$ cat src/rtl/cache_miss_ctrl.sv
// Blocking miss controller between a CPU port, a single cache and memory.
// Misses write back a dirty victim, refill the line and replay the lookup.
module cache_miss_ctrl #(
  parameter int ADDRESS_WIDTH = 32,
  parameter int DATA_WIDTH    = 32,
  parameter int LINE_BITS     = 32,
  parameter int OFFSET_BITS   = 6,
  parameter int MAX_RETRY     = 3
) (
  input  logic                     clk,
  input  logic                     rst,
  input  logic                     cpu_req_valid,
  output logic                     cpu_req_ready,
  input  logic [ADDRESS_WIDTH-1:0] cpu_req_addr,
  input  logic                     cpu_req_we,
  input  logic [DATA_WIDTH-1:0]    cpu_req_wdata,
  output logic                     cpu_resp_valid,
  output logic [DATA_WIDTH-1:0]    cpu_resp_data,
  output logic                     cache_lookup,
  output logic [ADDRESS_WIDTH-1:0] cache_addr,
  output logic                     cache_we,
  output logic [DATA_WIDTH-1:0]    cache_wdata,
  input  logic                     cache_hit,
  input  logic [DATA_WIDTH-1:0]    cache_rdata,
  input  logic                     cache_victim_dirty,
  input  logic [ADDRESS_WIDTH-1:0] cache_victim_addr,
  input  logic [LINE_BITS-1:0]     cache_victim_line,
  output logic                     cache_fill,
  output logic [LINE_BITS-1:0]     cache_fill_line,
  output logic                     mem_req_valid,
  input  logic                     mem_req_ready,
  output logic                     mem_req_we,
  output logic [ADDRESS_WIDTH-1:0] mem_req_addr,
  output logic [LINE_BITS-1:0]     mem_req_wline,
  input  logic                     mem_resp_valid,
  input  logic [LINE_BITS-1:0]     mem_resp_line,
  output logic                     busy,
  output logic                     err,
  output logic [15:0]              hit_count,
  output logic [15:0]              miss_count
);

  localparam int RW = $clog2(MAX_RETRY + 1);

  typedef enum logic [2:0] {
    IDLE, LOOKUP, WB_REQ, WB_WAIT,
    RF_REQ, RF_WAIT, FILL, RESP
  } state_t;

  state_t state, state_next;

  logic [ADDRESS_WIDTH-1:0] addr_q;
  logic [ADDRESS_WIDTH-1:0] vaddr_q;
  logic [LINE_BITS-1:0]     vline_q;
  logic [LINE_BITS-1:0]     line_q;
  logic [DATA_WIDTH-1:0]    wdata_q;
  logic [DATA_WIDTH-1:0]    rdata_q;
  logic                     we_q;
  logic                     replay_q;
  logic [RW-1:0]            retry_q;
  logic                     err_q;
  logic [15:0]              hit_q;
  logic [15:0]              miss_q;
  logic                     give_up;

  // Last permitted replay missed again: abandon the request with an error.
  assign give_up = (state == LOOKUP) && !cache_hit && replay_q &&
                   ((retry_q + RW'(1)) == RW'(MAX_RETRY));

  // State register.
  always_ff @(posedge clk or posedge rst) begin
    if (rst) state <= IDLE;
    else     state <= state_next;
  end

  // Next-state and per-state output decode.
  always_comb begin
    state_next     = state;
    cpu_req_ready  = 1'b0;
    cpu_resp_valid = 1'b0;
    cache_lookup   = 1'b0;
    cache_we       = 1'b0;
    cache_fill     = 1'b0;
    mem_req_valid  = 1'b0;
    mem_req_we     = 1'b0;
    mem_req_addr   = '0;
    mem_req_wline  = '0;
    unique case (state)
      IDLE: begin
        cpu_req_ready = !rst;
        if (cpu_req_valid) state_next = LOOKUP;
      end
      LOOKUP: begin
        cache_lookup = 1'b1;
        cache_we     = we_q;
        if (cache_hit || give_up)    state_next = RESP;
        else if (cache_victim_dirty) state_next = WB_REQ;
        else                         state_next = RF_REQ;
      end
      WB_REQ: begin
        mem_req_valid = 1'b1;
        mem_req_we    = 1'b1;
        mem_req_addr  = vaddr_q;
        mem_req_wline = vline_q;
        if (mem_req_ready) state_next = WB_WAIT;
      end
      WB_WAIT: begin
        if (mem_resp_valid) state_next = RF_REQ;
      end
      RF_REQ: begin
        mem_req_valid = 1'b1;
        mem_req_addr  = {addr_q[ADDRESS_WIDTH-1:OFFSET_BITS],
                         {OFFSET_BITS{1'b0}}};
        if (mem_req_ready) state_next = RF_WAIT;
      end
      RF_WAIT: begin
        if (mem_resp_valid) state_next = FILL;
      end
      FILL: begin
        cache_fill = 1'b1;
        state_next = LOOKUP;
      end
      RESP: begin
        cpu_resp_valid = 1'b1;
        state_next     = IDLE;
      end
      default: state_next = IDLE;
    endcase
  end

  // Request, victim, refill and response holding registers.
  always_ff @(posedge clk or posedge rst) begin
    if (rst) begin
      addr_q   <= '0;
      we_q     <= 1'b0;
      wdata_q  <= '0;
      vaddr_q  <= '0;
      vline_q  <= '0;
      line_q   <= '0;
      rdata_q  <= '0;
      replay_q <= 1'b0;
      retry_q  <= '0;
      err_q    <= 1'b0;
    end else begin
      if (state == IDLE && cpu_req_valid) begin
        addr_q   <= cpu_req_addr;
        we_q     <= cpu_req_we;
        wdata_q  <= cpu_req_wdata;
        replay_q <= 1'b0;
        retry_q  <= '0;
      end
      if (state == LOOKUP) begin
        if (cache_hit) begin
          rdata_q <= we_q ? wdata_q : cache_rdata;
        end else if (give_up) begin
          rdata_q <= '0;
          err_q   <= 1'b1;
        end else begin
          vaddr_q <= cache_victim_addr;
          vline_q <= cache_victim_line;
          if (replay_q) retry_q <= retry_q + RW'(1);
        end
      end
      if (state == RF_WAIT && mem_resp_valid) line_q <= mem_resp_line;
      if (state == FILL) replay_q <= 1'b1;
    end
  end

  // Saturating hit/miss counters, first lookup of a request only.
  always_ff @(posedge clk or posedge rst) begin
    if (rst) begin
      hit_q  <= '0;
      miss_q <= '0;
    end else if (state == LOOKUP && !replay_q) begin
      if (cache_hit) begin
        if (hit_q != 16'hFFFF) hit_q <= hit_q + 16'd1;
      end else begin
        if (miss_q != 16'hFFFF) miss_q <= miss_q + 16'd1;
      end
    end
  end

  assign cache_addr      = addr_q;
  assign cache_wdata     = wdata_q;
  assign cache_fill_line = line_q;
  assign cpu_resp_data   = rdata_q;
  assign busy            = (state != IDLE);
  assign err             = err_q;
  assign hit_count       = hit_q;
  assign miss_count      = miss_q;

endmodule
$ cat config.mk
export PLATFORM = sky130hd
export DESIGN_NAME = cache_miss_ctrl
export DESIGN_NICKNAME = d
export VERILOG_FILES = /design/src/rtl/cache_miss_ctrl.sv
export SDC_FILE = /design/constraint.sdc
export NUM_CORES = 1
export LEC_CHECK = 0
export CORE_AREA = 2 2 166 168
export DETAILED_ROUTE_END_ITERATION = 8
export DIE_AREA = 0 0 168 170
export PLACE_DENSITY = 0.73
export SETUP_SLACK_MARGIN = 0.02
export SLEW_MARGIN = 20
export SYNTH_ARGS = -nofsm -noshare
export SYNTH_HDL_FRONTEND = slang
export SYNTH_SLANG_ARGS = --single-unit
export TNS_END_PERCENT = 30
$ cat constraint.sdc
create_clock -name clk -period 10 [get_ports clk]
set_input_delay 1 -clock clk [delete_from_list [all_inputs] [get_ports clk]]
set_output_delay 1 -clock clk [all_outputs]
set_load 0.005 [all_outputs]
==> impl_metrics.json <==
{
  "reg2reg_slack_ns": 7.46,
  "syn_nets": 1100,
  "holdPathStages": 1,
  "hpwl_mm": 22.3,
  "grt_util_all_layers_pct": 21.3,
  "ir_drop_uv": 157,
  "antenna_left": 0,
  "first_global_vias": 8526,
  "synth_top_area_share_pct": 57.4,
  "synthArstFlopShare_pct": 100,
  "dr.first_iter.drc_count": 500,
  "io_buffers": 432,
  "ys_warn_count": 0,
  "hold_path.class": "reg -> reg",
  "rows": 60,
  "drive_gt1_share_pct": 12.8,
  "fin_skew_ns": 0.00821,
  "hold_viol": 0,
  "ctsResizeCount": 0,
  "core_area_sq_um": 26700,
  "dr.pass1.iters": 4,
  "tightest_slew_ns": 1.03,
  "rsz0062_at_grt": "false",
  "clk_pin_slew_ns": 0.06,
  "cts_tree": "done",
  "syn_avg_cell_area_sq_um": 11.3,
  "ys_seq_elements": 232,
  "fin_nets": 1519,
  "path_max_fanout": 66,
  "pwr-share-clk_pct": 24.3,
  "synth.area.top_cells": "dfrtp_1 57%, mux2_2 12%, nand2_1 9.1%, mux2i_1 3.3%, and2_1 2.5%",
  "synthCells": 897,
  "setup_viol": 0,
  "crit_required_ns": 9.00,
  "drc": 0,
  "cts.sinks": 232,
  "grt.overflow.total": 0,
  "cellLeakagePower_nw": 6.84,
  "drv_slew": 0,
  "h-tree-depth": 1,
  "routed_wl_mm": 31.1,
  "netlist-cell-type-count": 49,
  "ys.flop_type": "dfrtp_1",
  "cts_root_buf": "clkbuf_16",
  "timing.rr.start": "state[0]",
  "p_comb_share_pct": 37.2,
  "switching_power_mw": 1.31,
  "finalCritPeriodShare_pct": 38.7,
  "synth_edf_count": 0,
  "post-place-ws_ns": 6.14,
  "numCtsBuffers": 27,
  "synth_seq_area_share_pct": 57.4,
  "critPathKind": "reg -> out",
  "max_cap_viol_count": 0,
  "final.setup.worst_slack_ns": 6.13,
  "cp-start-kind": "flip-flop",
  "fin_crit_ns": 3.87,
  "grt_max_degree": 107,
  "p_int_mw": 3.00,
  "hold_buffers": 0,
  "status": "completed",
  "fin_tns_setup_ns": 0,
  "postCtsSetupBuffers": 0,
  "r2r_end": "miss_count[1]",
  "antenna_found_initial": 1,
  "swShare_pct": 30.4,
  "clock_latency_ns": 0.52,
  "viasPerCell": 4.99,
  "syn-cell-area_sq_um": 10100,
  "chipHeight_microns": 170,
  "powerDensity_nw_per_um2": 275,
  "dieArea_sq_um": 28600,
  "place_congestion": 0.846,
  "worstPathArrival_ns": 2.87,
  "postLayoutCoreUtil_pct": 58.9,
  "area_growth_syn_to_layout_pct": 55.3,
  "whs_ns": 0.472,
  "crit_path_end_kind": "output port",
  "cts.path.max_buffers": 3,
  "die_w_microns": 168,
  "min_to": "err",
  "slew_headroom_pct": 31.0,
  "grt_pass1_wl_mm": 48.0,
  "p_seq_share_pct": 38.4,
  "num_vias": 8374,
  "finalPower_mw": 4.32,
  "num_io_pins": 433,
  "worstHoldStart": "err",
  "synth_top_area_cell": "dfrtp_1",
  "start_util_pct": 37.9,
  "r2r_cells": 4,
  "wl_per_cell_microns": 18.5,
  "fmax_mhz": 258
}
## area by class of cell
type,count,area (sq um)
antenna,1,2.50
clock buffer,41,818
clock inverter,8,144
fill,2255,11000
inverter,8,37.5
multi-input combinational,607,4070
sequential,232,5810
tap,341,427
timing repair buffer,440,4390
## cell families (layout without fill, tap and decap cells)
group | count (synthesis) | after routing | synth area share, %
and+or+nand+nor | 358 | 358 | 16.3
adders and majority gates | 3 | 3 | 0.371
xor gates and xnor gates | 22 | 22 | 1.91
DFF | 232 | 232 | 57.4
other | 0 | 1 | 0
AOI/OAI and AO/OA | 87 | 87 | 6.66
muxes | 137 | 137 | 14.9
buffers and inverters | 58 | 497 | 2.51
## per-layer routing
metal / vias up / wire [microns] / track usage (%)
met5: - / 0 / 0
met4: 0 / 1080 / 7.15
met3: 61 / 2450 / 6.37
met2: 314 / 15400 / 36.9
met1: 4072 / 12200 / 25.3
li1: 3927 / - / -
## worst max path at each step
| stage | from | to | slack [ns] | depth (start not counted) |
|---|---|---|---|---|
| 6_report | state[1] | mem_req_wline[1] | 6.13 | 5 |
| 5_1_grt | state[1] | mem_req_wline[1] | 5.94 | 5 |
| 4_1_cts | state[2] | mem_req_addr[27] | 5.97 | 4 |
| 3_5_place_dp | cache_hit | hit_count[14] | 6.14 | 5 |
| 3_3_place_gp | cache_hit | hit_count[10] | 6.23 | 5 |
| 2_1_floorplan | rst | cache_addr[0] | 2.64 | 1 |
## power groups by stage
stage,Sequential (mW),Clock [mW],Combinational (mW)
2_1_floorplan,1.58,0,0.738
3_3_place_gp,1.66,0,1.59
3_5_place_dp,1.67,0,1.62
4_1_cts,1.66,1.07,1.63
5_1_grt,1.71,1.12,1.75
6_report,1.66,1.05,1.61
## metrics by stage
stage / area, sq um / std cells
3_3_place_gp: 14700 / 1627
2_1_floorplan: 10100 / 897
5_1_grt: 15700 / 1677
3_5_place_dp: 14700 / 1627
4_1_cts: 15700 / 1676
6_report: 15700 / 1678
## cells in the final DEF, fill, tap and decap left out, types with 4 or more instances in the layout
master and count:
o211ai_1 4, mux2i_1 33, o31ai_1 34, bufinv_16 4, a22o_1 26, and4_1 4, buf_4 7, nand3_1 19
o21ai_0 6, nor3_1 5, inv_1 6, nand4_1 11, clkbuf_1 5, clkdlybuf4s50_1 432, nor2_1 7, nand2_1 242
and3_1 7, mux2_2 104, and2_1 40, dfrtp_1 231, clkbuf_16 27, xor2_1 4, xnor2_1 18, clkbuf_8 9
## critical path, cell delays in order, from the launching register on
cell and delay [ns]:
dfrtp_1 0.62, inv_1 0.17, nor3_2 0.17, buf_4 0.55
and2_1 0.28, clkdlybuf4s50_1 0.53
## state kept, by name, summed over array words and instances, names as in the netlist, 2 cells and up
register         flops
miss_count          16
cache_fill_line     32
cpu_resp_data       32
hit_count           16
state                3
cache_wdata         32
cache_addr          32
vline_q             32
vaddr_q             32
retry_q              2
## cell usage after synthesis (4+ instances only)
| cell | instances |
|---|---|
| nand3_1 | 20 |
| o211ai_1 | 4 |
| a22o_1 | 26 |
| mux2_2 | 104 |
| xnor2_1 | 18 |
| o21ai_0 | 6 |
| inv_1 | 7 |
| nor3_1 | 6 |
| dfrtp_1 | 232 |
| and2_1 | 41 |
| xor2_1 | 4 |
| nand4_1 | 11 |
| buf_2 | 20 |
| clkbuf_1 | 22 |
| nand2_1 | 244 |
| and3_1 | 7 |
| nor2_1 | 7 |
| o31ai_1 | 34 |
| mux2i_1 | 33 |
| buf_1 | 5 |
| and4_1 | 4 |
Note: power is estimated with default switching activity, not from simulation.
